--- src/rtl/fact_bcd_conv.sv ---
// fact_bcd_conv: 16-bit binary to 5-digit packed BCD converter (double-dabble, one bit per cycle).
// Latency: fixed 16 cycles from accepted start to done; one result per 17 cycles back-to-back.
// Backpressure: none; start is accepted only in IDLE and ignored while busy.
//
// Ports:
//   clk    - rising-edge clock
//   rst_n  - asynchronous active-low reset
//   y      - 16-bit unsigned input, sampled on accepted start
//   start  - conversion request
//   busy   - conversion in progress
//   done   - one-cycle pulse when bcd/blank are updated
//   bcd    - five packed BCD digits, [19:16] ten-thousands .. [3:0] units
//   blank  - per-digit leading-zero blank flags (blank[i] pairs with bcd[4i+3:4i])
//
// Build option: define FACT_BCD_BLANK_EN to enable leading-zero blanking; otherwise
// blank is tied to zero and has no storage.
module fact_bcd_conv (
    input  logic        clk,
    input  logic        rst_n,
    input  logic [15:0] y,
    input  logic        start,
    output logic        busy,
    output logic        done,
    output logic [19:0] bcd,
    output logic [4:0]  blank
);

    typedef enum logic {
        IDLE  = 1'b0,
        SHIFT = 1'b1
    } state_t;

    state_t      r_state;
    state_t      w_state_nxt;
    logic        w_accept;
    logic        w_last;

    logic [15:0] r_shift;
    logic [19:0] r_scratch;
    logic [4:0]  r_cnt;
    logic [19:0] r_bcd;
    logic        r_done;

    logic [19:0] w_adj;
    logic [19:0] w_scratch_nxt;
    logic        w_unused_msb;

    // ------------------------------------------------------------------
    // FSM
    // ------------------------------------------------------------------
    always_ff @(posedge clk or negedge rst_n) begin
        if (!rst_n) begin
            r_state <= IDLE;
        end else begin
            r_state <= w_state_nxt;
        end
    end

    always_comb begin
        w_state_nxt = r_state;
        w_accept    = 1'b0;
        w_last      = 1'b0;
        case (r_state)
            IDLE: begin
                if (start) begin
                    w_accept    = 1'b1;
                    w_state_nxt = SHIFT;
                end
            end
            SHIFT: begin
                // Counter still holds 15 while the 16th shift is being applied.
                if (r_cnt == 5'd15) begin
                    w_last      = 1'b1;
                    w_state_nxt = IDLE;
                end
            end
            default: w_state_nxt = IDLE;
        endcase
    end

    // ------------------------------------------------------------------
    // Double-dabble step: add 3 to any digit >= 5, then shift left one bit
    // with the next binary MSB entering the units digit.
    // ------------------------------------------------------------------
    always_comb begin
        w_adj = r_scratch;
        for (int i = 0; i < 5; i++) begin
            if (r_scratch[4*i +: 4] >= 4'd5) begin
                w_adj[4*i +: 4] = r_scratch[4*i +: 4] + 4'd3;
            end
        end
    end

    assign w_scratch_nxt = {w_adj[18:0], r_shift[15]};
    // A 16-bit input never exceeds 65535, so the top scratch bit is never set
    // before the final shift and drops out harmlessly.
    assign w_unused_msb  = w_adj[19];

    // ------------------------------------------------------------------
    // Datapath
    // ------------------------------------------------------------------
    always_ff @(posedge clk or negedge rst_n) begin
        if (!rst_n) begin
            r_shift   <= 16'h0000;
            r_scratch <= 20'h00000;
            r_cnt     <= 5'd0;
            r_bcd     <= 20'h00000;
            r_done    <= 1'b0;
        end else begin
            r_done <= w_last;
            if (w_accept) begin
                r_shift   <= y;
                r_scratch <= 20'h00000;
                r_cnt     <= 5'd0;
            end else if (r_state == SHIFT) begin
                r_shift   <= {r_shift[14:0], 1'b0};
                r_scratch <= w_scratch_nxt;
                r_cnt     <= r_cnt + 5'd1;
            end
            // Output register updates only on completion, so partial
            // scratch values are never visible.
            if (w_last) begin
                r_bcd <= w_scratch_nxt;
            end
        end
    end

    assign busy = (r_state == SHIFT);
    assign done = r_done;
    assign bcd  = r_bcd;

    // ------------------------------------------------------------------
    // Leading-zero blanking
    // ------------------------------------------------------------------
`ifdef FACT_BCD_BLANK_EN
    logic [4:0] r_blank;
    logic [4:0] w_blank_nxt;

    // blank[i] is set when digit i and every higher digit are zero; the
    // units digit is always shown.
    always_comb begin
        w_blank_nxt    = 5'b00000;
        w_blank_nxt[4] = (w_scratch_nxt[19:16] == 4'd0);
        w_blank_nxt[3] = w_blank_nxt[4] && (w_scratch_nxt[15:12] == 4'd0);
        w_blank_nxt[2] = w_blank_nxt[3] && (w_scratch_nxt[11:8]  == 4'd0);
        w_blank_nxt[1] = w_blank_nxt[2] && (w_scratch_nxt[7:4]   == 4'd0);
    end

    always_ff @(posedge clk or negedge rst_n) begin
        if (!rst_n) begin
            r_blank <= 5'b00000;
        end else if (w_last) begin
            r_blank <= w_blank_nxt;
        end
    end

    assign blank = r_blank;
`else
    assign blank = 5'b00000;
`endif

endmodule

--- config.mk ---
export PLATFORM = sky130hd
export DESIGN_NAME = fact_bcd_conv
export DESIGN_NICKNAME = d
export VERILOG_FILES = /design/src/rtl/fact_bcd_conv.sv
export SDC_FILE = /design/constraint.sdc
export NUM_CORES = 1
export LEC_CHECK = 0
export BUFFER_PORTS_ARGS = -buffer_cell sky130_fd_sc_hd__buf_4
export CAP_MARGIN = 20
export CELL_PAD_IN_SITES_DETAIL_PLACEMENT = 1
export CELL_PAD_IN_SITES_GLOBAL_PLACEMENT = 1
export CORE_ASPECT_RATIO = 0.8
export CORE_UTILIZATION = 31
export CTS_CLUSTER_DIAMETER = 30
export DETAILED_ROUTE_END_ITERATION = 10
export HOLD_SLACK_MARGIN = 0.08
export PLACE_DENSITY = 0.61
export SLEW_MARGIN = 20
export SYNTH_ARGS = -nofsm -noshare
export SYNTH_HDL_FRONTEND = slang
export SYNTH_SLANG_ARGS = --single-unit
--- constraint.sdc ---
create_clock -name clk -period 1.7 [get_ports clk]
set_input_delay 0.255 -clock clk [delete_from_list [all_inputs] [get_ports clk]]
set_output_delay 0.255 -clock clk [all_outputs]
set_load 0.05 [all_outputs]
==> impl_metrics.env, run 1 <==
export IMPL_result_of_the_run="complete, but fails checks"
export IMPL_failing_checks="setup timing"
export IMPL_power_leakage_nw=1.99
export IMPL_grtUsageTotal=0.173
export IMPL_async_reset_ff_frac=1.00
export IMPL_path_max_fanout=6
export IMPL_timing_critical_path_required_ns=1.94
export IMPL_area_growth_syn_to_layout_pct=30.0
export IMPL_finalNetCount=444
export IMPL_share_of_post_route_cells_with_drive_strength_above_1=0.268
export IMPL_worstSetupPathType="reg -> reg"
export IMPL_reg2reg_depth=8
export IMPL_drtIter0Drc=126
export IMPL_grt_antenna_before_repair=0
export IMPL_cap_violations=0
export IMPL_clk_insertion_delay_late_ns=0.33
export IMPL_pin_count_of_the_biggest_net_entering_global_routing=54
export IMPL_gr_overflow_total=0
export IMPL_routedWlPerCell_um=16.2
export IMPL_report_final_hold_viol_count=0
export IMPL_route_final_wire_length_um=9060
export IMPL_cts_max_level=3
export IMPL_clockBufferDepth=2
export IMPL_hpwlAfterDp_um=6140
export IMPL_pre_cts_ws_ns=-0.193
export IMPL_count_of_pins_on_the_block_boundary=46
export IMPL_hold_depth=3
export IMPL_filler_cell_count=1184
export IMPL_yosys_cell_types_count=43
export IMPL_floorplan_die_area_um2=11400
export IMPL_setup_tns_final_ns=-0.111
export IMPL_cellPowerDensity_nw_per_um2=2020
export IMPL_clock_sinks=63
export IMPL_finalMaxSlewViolations=0
export IMPL_worstPathArrival_ns=1.98
export IMPL_core_area_um2=10400
export IMPL_type_of_destination_of_the_critical_path="flip-flop"
export IMPL_row_count=33
export IMPL_timing_fmax_mhz=575
export IMPL_post_synth_edffs=0
export IMPL_grt_pass1_wl_um=15000
export IMPL_tritoncts="done"
export IMPL_yosys_warnings=0
export IMPL_io_buffer_count=40
export IMPL_final_cell_count_no_fill=558
export IMPL_dpl_cell_area_um2=3940
export IMPL_n_antenna_cell=0
export IMPL_vias_per_cell=5.18
export IMPL_critical_path_startpoint_type="flip-flop"
export IMPL_gp_congestion=0.764
export IMPL_setup_slack_ns=-0.0406
export IMPL_die_width_um=119
export IMPL_setup_violations_final=4
export IMPL_report_power_total_mw=8.92
export IMPL_clock_skew_final_ns=0.00644
export IMPL_synthesis_instances=353
export IMPL_fin_crit_sh=1.02
export IMPL_cts_buf_count=9
export IMPL_critPathCapture="bcd[9]"
export IMPL_syn_area_um2=3400
export IMPL_grt_pass1_vias=2952
export IMPL_post_route_cell_area_um2=4410
export IMPL_vdd_drop_max_v=0.000950
export IMPL_drc_errors=0
export IMPL_placed_cells=532
export IMPL_r2r_slack_ns=-0.04
export IMPL_synth_yosys_seq_area_share=0.464
export IMPL_ant_nets=0
export IMPL_r2r_end="bcd[9]"
export IMPL_synthesis_area_per_instance_um2=9.62
export IMPL_crit_start="r_cnt[1]"
export IMPL_unrepaired_setup_endpoints_after_global_routing="yes"
export IMPL_ys_seq_elements=63
export IMPL_detailedRoute_firstPassIterationCount=4
export IMPL_crit_reg2reg_launch="r_cnt[1]"
export IMPL_fin_crit_ns=1.74
export IMPL_num_vias=2889
export IMPL_starting_density=0.325
export IMPL_die_h_um=95.6
export IMPL_clock_pin_slew_on_the_worst_setup_and_hold_paths_ns=0.05
export IMPL_ys_flop_type="sky130_fd_sc_hd__dfrtp_1"
export IMPL_hold_path_class="in -> reg"
export IMPL_clk_root_buffer_cell="sky130_fd_sc_hd__clkbuf_16"
-- placed cells by master (no fill, tap or decap), drive strengths merged, types with 2 or more instances in the layout --
master	n
a22o	4
nand4	4
ha	12
clkbuf	17
mux2	3
nor3	3
a21boi	3
o211ai	3
buf	72
dfrtp	63
o311ai	4
nand3	24
o31ai	8
nor2	8
nand2	51
a211oi	4
or4	4
nand2b	8
o22ai	2
conb	5
inv	18
a31oi	6
nor4	3
mux2i	19
a311o	3
nor3b	2
nor2b	10
a2111o	8
o2111ai	3
a21oi	5
o21ai	32
a22oi	2
-- worst max-delay path, cell delays in order (launching register included) --
cell	delay (ns)
sky130_fd_sc_hd__dfrtp_1	0.35
sky130_fd_sc_hd__ha_2	0.19
sky130_fd_sc_hd__and3_4	0.19
sky130_fd_sc_hd__ha_4	0.16
sky130_fd_sc_hd__nand2_8	0.08
sky130_fd_sc_hd__buf_6	0.13
sky130_fd_sc_hd__buf_6	0.11
sky130_fd_sc_hd__a2111o_1	0.34
sky130_fd_sc_hd__o311ai_2	0.08
-- cell families (layout without fill, tap and decap cells) --
family	Yosys count	in the layout	share of synthesized area
multiplexers	22	22	0.0660
AO/OA/AOI/OAI	89	89	0.183
other	1	5	0.00110
flip-flops	63	63	0.464
buffers and inverters	47	108	0.0715
AND/OR/NAND/NOR	118	118	0.167
XOR/XNOR	1	1	0.00258
adder cells (fa/ha/maj)	12	12	0.0442
-- report_power, final --
part,switching [mW],internal [mW]
combinational,2.70,1.75
sequential,0.639,2.16
clock,0.607,1.07
-- sequential cells by signal (all words and copies together) (netlist names) --
signal,count
bcd,20
busy,1
done,1
r_cnt,5
r_scratch,20
r_shift,16
-- stage by stage --
stage	util	hold slack, ns
5_1_grt	0.422	0.177
2_1_floorplan	-	-0.0406
3_5_place_dp	0.377	0.111
3_3_place_gp	0.377	0.108
6_report	0.422	0.177
4_1_cts	0.409	0.168
-- Yosys cell counts (all sizes together) (4+ instances only) --
cell type / instances / share of area
o21ai: 32 / 0.048
nor2: 8 / 0.0096
mux2i: 19 / 0.056
nand2: 51 / 0.056
a22o: 4 / 0.010
a21oi: 5 / 0.0074
o31ai: 8 / 0.018
or4: 4 / 0.0088
nor2b: 10 / 0.018
a31oi: 6 / 0.011
nand4: 4 / 0.0074
buf: 23 / 0.045
o311ai: 4 / 0.010
dfrtp: 63 / 0.46
nand2b: 8 / 0.015
clkbuf: 6 / 0.0066
a2111o: 8 / 0.027
a211oi: 4 / 0.0088
inv: 18 / 0.020
nand3: 24 / 0.035
ha: 12 / 0.044
-- final cells by class --
| cell class | count | area [µm²] | share of cell area |
|---|---|---|---|
| clock buffer | 16 | 272 | 0.0615 |
| tap | 140 | 175 | 0.0397 |
| timing repair buffer | 74 | 617 | 0.140 |
| sequential | 63 | 1580 | 0.358 |
| inverter | 18 | 70.1 | 0.0159 |
| multi-input combinational | 247 | 1700 | 0.385 |
-- per-layer routing --
layer / GRT usage / up-vias / wire length, µm
met5: 0 / - / 0
met1: 0.217 / 1448 / 4310
met3: 0.0562 / 14 / 316
met4: 0.0559 / 0 / 147
li1: - / 1389 / -
met2: 0.282 / 38 / 4290
-- worst min-delay path by stage --
stage,to,startpoint
2_1_floorplan,bcd[0],rst_n
3_3_place_gp,bcd[14],rst_n
3_5_place_dp,bcd[14],rst_n
4_1_cts,r_shift[0],y[0]
5_1_grt,r_shift[0],y[0]
6_report,r_shift[0],y[0]
-- what timing repair did --
action	4_1_cts	5_1_grt
setup buffers	2	7
endpoints found under the setup margin	15	19
pin swaps	8	9
hold endpoints to repair	61	0
hold buffers	1	0
gates resized for setup	9	24
Power figures use the tool's default switching activity.
==> inputs of run 2 (changes only) <==
Settings changed: ABC_AREA set to 1, PLACE_DENSITY 0.61 to 0.63.
==> run 2 against run 1 <==
- the flow now finishes without violations
- flip-flop and latch count is the same
- non-clock buffer count fell by 23
- fmax rose by 10%
- design area decreased by 12%
- critical endpoint is now bcd[1]
- largest cell class is now flip-flops and latches
- highest routed layer unchanged
==> impl_metrics.env, run 2 <==
export IMPL_number_of_buffers_inserted_by_post_cts_setup_repair=0
export IMPL_count_of_pins_on_the_block_boundary=46
export IMPL_synth_area_leader_cell="sky130_fd_sc_hd__dfrtp_1"
export IMPL_report_power_total_mw=8.05
export IMPL_cts_buf_count=9
export IMPL_met3RoutedLength_um=352
export IMPL_clock_pin_slew_on_the_worst_setup_and_hold_paths_ns=0.05
export IMPL_worst_path_buf_inv=1
export IMPL_pre_cts_ws_ns=0.0640
export IMPL_setup_slack_ns=0.124
export IMPL_n_antenna_cell=0
export IMPL_report_final_hold_viol_count=0
export IMPL_async_reset_ff_frac=1.00
export IMPL_hpwlAfterDp_um=5500
export IMPL_worstSetupPathType="reg -> reg"
export IMPL_most_common_library_cell_in_the_layout_ignoring_fill_and_taps="sky130_fd_sc_hd__nand2_1"
export IMPL_ys_seq_elements=63
export IMPL_grt_pass1_vias=2710
export IMPL_timing_critical_path_required_ns=1.92
export IMPL_cellPowerDensity_nw_per_um2=2070
export IMPL_cp_depth=7
export IMPL_syn_area_um2=3090
export IMPL_power_frac_clock=0.237
export IMPL_worstPathArrival_ns=1.79
export IMPL_num_vias=2562
export IMPL_path_max_fanout=16
export IMPL_synth_area_top_cells="sky130_fd_sc_hd__dfrtp_1 (51%), sky130_fd_sc_hd__nand2_1 (15%), sky130_fd_sc_hd__nand3_1 (6.8%), sky130_fd_sc_hd__ha_1 (4.9%), sky130_fd_sc_hd__inv_1 (4.0%)"
export IMPL_core_area_um2=9650
export IMPL_path_common_cell="sky130_fd_sc_hd__ha_1"
export IMPL_critical_path_startpoint_type="flip-flop"
export IMPL_p_switching_mw=3.47
export IMPL_dpl_cell_area_um2=3560
export IMPL_starting_density=0.320
export IMPL_timing_fmax_mhz=634
export IMPL_power_report_internal_total_mw=4.57
export IMPL_critPathCapture="bcd[1]"
export IMPL_ys_top_cells_by_count="sky130_fd_sc_hd__nand2_1 (121), sky130_fd_sc_hd__dfrtp_1 (63), sky130_fd_sc_hd__nand3_1 (42), sky130_fd_sc_hd__inv_1 (33), sky130_fd_sc_hd__o21ai_0 (18)"
export IMPL_detailedRoute_firstPassIterationCount=4
export IMPL_grt_pass1_wl_um=13300
export IMPL_drtIter0Drc=95
export IMPL_clockBufferDepth=2
export IMPL_power_leakage_nw=1.95
export IMPL_ant_nets=0
export IMPL_yosys_area_top_type_share=0.510
export IMPL_fin_crit_ns=1.58
export IMPL_grtUsageTotal=0.167
export IMPL_vias_per_cell=4.71
export IMPL_hold_ws_ns=0.136
export IMPL_share_of_post_route_cells_with_drive_strength_above_1=0.201
export IMPL_r2r_end="bcd[1]"
export IMPL_clock_skew_final_ns=0.00575
export IMPL_crit_reg2reg_launch="r_cnt[0]"
export IMPL_result_of_the_run="complete, no violations"
export IMPL_routedWlPerCell_um=14.1
export IMPL_reg2reg_depth=7
export IMPL_top_layer_used="met4"
export IMPL_fin_crit_sh=0.927
export IMPL_yosys_cell_types_count=25
export IMPL_post_synth_edffs=0
export IMPL_die_width_um=114
export IMPL_timing_critical_path_slowest_stage_cell="sky130_fd_sc_hd__dfrtp_1"
export IMPL_r2r_slack_ns=0.12
export IMPL_ys_flop_type="sky130_fd_sc_hd__dfrtp_1"
export IMPL_row_count=32
export IMPL_synthesis_area_per_instance_um2=8.73
export IMPL_timing_critical_path_cells="ha_1 > and3_1 > ha_1 > nand2_4 > inv_4 > nand3_1 > nand2_1"
export IMPL_die_h_um=91.3
export IMPL_synth_yosys_seq_area_share=0.510
export IMPL_seqPwrFrac=0.322
export IMPL_pin_count_of_the_biggest_net_entering_global_routing=33
export IMPL_grt_antenna_before_repair=0
export IMPL_setup_violations_final=0
export IMPL_drc_errors=0
export IMPL_clock_sinks=63
export IMPL_hold_start="y[7]"
export IMPL_finalNetCount=434
export IMPL_netSwitchingFraction=0.432
export IMPL_type_of_destination_of_the_critical_path="flip-flop"
export IMPL_floorplan_die_area_um2=10400
export IMPL_clk_insertion_delay_late_ns=0.33
export IMPL_area_growth_syn_to_layout_pct=25.7
export IMPL_critical_path_top_delay_family="simple AND/OR/NAND/NOR gates"
export IMPL_crit_start="r_cnt[0]"
export IMPL_synthMostInstantiatedCell="sky130_fd_sc_hd__nand2_1"
export IMPL_tritoncts="done"
export IMPL_wl_met1_um=3610
export IMPL_critPathMaxStageDelay_ns=0.42
export IMPL_met2_wirelength_um=3550
export IMPL_gr_overflow_total=0
export IMPL_cts_max_level=3
export IMPL_route_final_wire_length_um=7660
export IMPL_io_buffer_count=40
export IMPL_clk_root_buffer_cell="sky130_fd_sc_hd__clkbuf_16"
export IMPL_vdd_drop_max_v=0.000737
export IMPL_hold_path_class="in -> reg"
export IMPL_synthesis_instances=354
export IMPL_cap_violations=0
export IMPL_post_route_cell_area_um2=3880
export IMPL_yosys_warnings=0
export IMPL_power_frac_comb=0.441
export IMPL_mostFrequentLayoutCells="sky130_fd_sc_hd__nand2_1 (121), sky130_fd_sc_hd__dfrtp_1 (62), sky130_fd_sc_hd__buf_4 (48)"
export IMPL_finalMaxSlewViolations=0
export IMPL_gp_congestion=0.728
-- run 2: changes by cell type in the layout (fill, tap and decap cells not counted), sizes merged, moves of 8 or more --
cell,before,now
nand2,51,123
inv,18,37
a2111o,8,0
nand2b,8,0
o31ai,8,0
o221ai,0,8
nand3,24,42
o21ai,32,18
mux2i,19,0
buf,72,50
nor2b,10,0
-- run 2: final cells by class --
type                            instances  area (µm²)
Tap cell                              136         170
Clock buffer                           14         274
Clock inverter                          2        37.5
Timing Repair Buffer                   51         410
Inverter                               37         146
Multi-Input combinational cell        241        1270
Sequential cell                        63        1580
Fill cell                            1136        5760
-- run 2: worst reg2reg max path, cell delays in order, from the launching register on --
cell and delay (ns):
sky130_fd_sc_hd__dfrtp_1 0.42, sky130_fd_sc_hd__ha_1 0.22, sky130_fd_sc_hd__and3_1 0.19, sky130_fd_sc_hd__ha_1 0.21, sky130_fd_sc_hd__nand2_4 0.14, sky130_fd_sc_hd__inv_4 0.12, sky130_fd_sc_hd__nand3_1 0.11, sky130_fd_sc_hd__nand2_1 0.06
-- run 2: per-stage QoR --
step	setup TNS [ns]	instances	utilization
2_1_floorplan	0	358	-
3_3_place_gp	0	527	0.369
3_5_place_dp	0	527	0.369
4_1_cts	0	544	0.402
5_1_grt	-0.00137	544	0.403
6_report	0	544	0.403
-- run 2: timing repair --
action,4_1_cts,5_1_grt
endpoints found under the setup margin,0,15
endpoints found under the hold margin,30,0
gates resized for setup,0,3
hold buffers,1,0
-- run 2: routing by layer --
metal / global-route usage / vias to the layer above
li1: - / 1253
met1: 0.217 / 1249
met2: 0.262 / 47
met3: 0.0461 / 13
met4: 0.0669 / 0
met5: 0 / -
-- run 2: cell families after synthesis --
logic type,after synthesis,synth area share
AND/OR/NAND/NOR,185,0.257
flip-flops,63,0.510
buffers and inverters,54,0.0842
AO/OA/AOI/OAI,39,0.0988
adder cells (fa/ha/maj),12,0.0486
other,1,0.00121
-- run 2: worst min path at each step --
stage / cells past startpoint / endpoint / slack [ns]
finish: 3 / r_shift[7] / 0.14
global route: 3 / r_shift[4] / 0.14
CTS: 3 / r_shift[7] / 0.12
detailed placement: 1 / r_scratch[17] / 0.23
global placement: 1 / r_scratch[17] / 0.23
floorplan: 0 / bcd[0] / -0.04
-- run 2: power by group through the flow --
stage / sequential, mW / combinational, mW / clock [mW]
6_report: 2.59 / 3.55 / 1.90
5_1_grt: 2.67 / 3.99 / 2.02
4_1_cts: 2.59 / 3.61 / 1.96
3_5_place_dp: 2.61 / 3.60 / 0
3_3_place_gp: 2.59 / 3.49 / 0
2_1_floorplan: 3.15 / 1.97 / 0
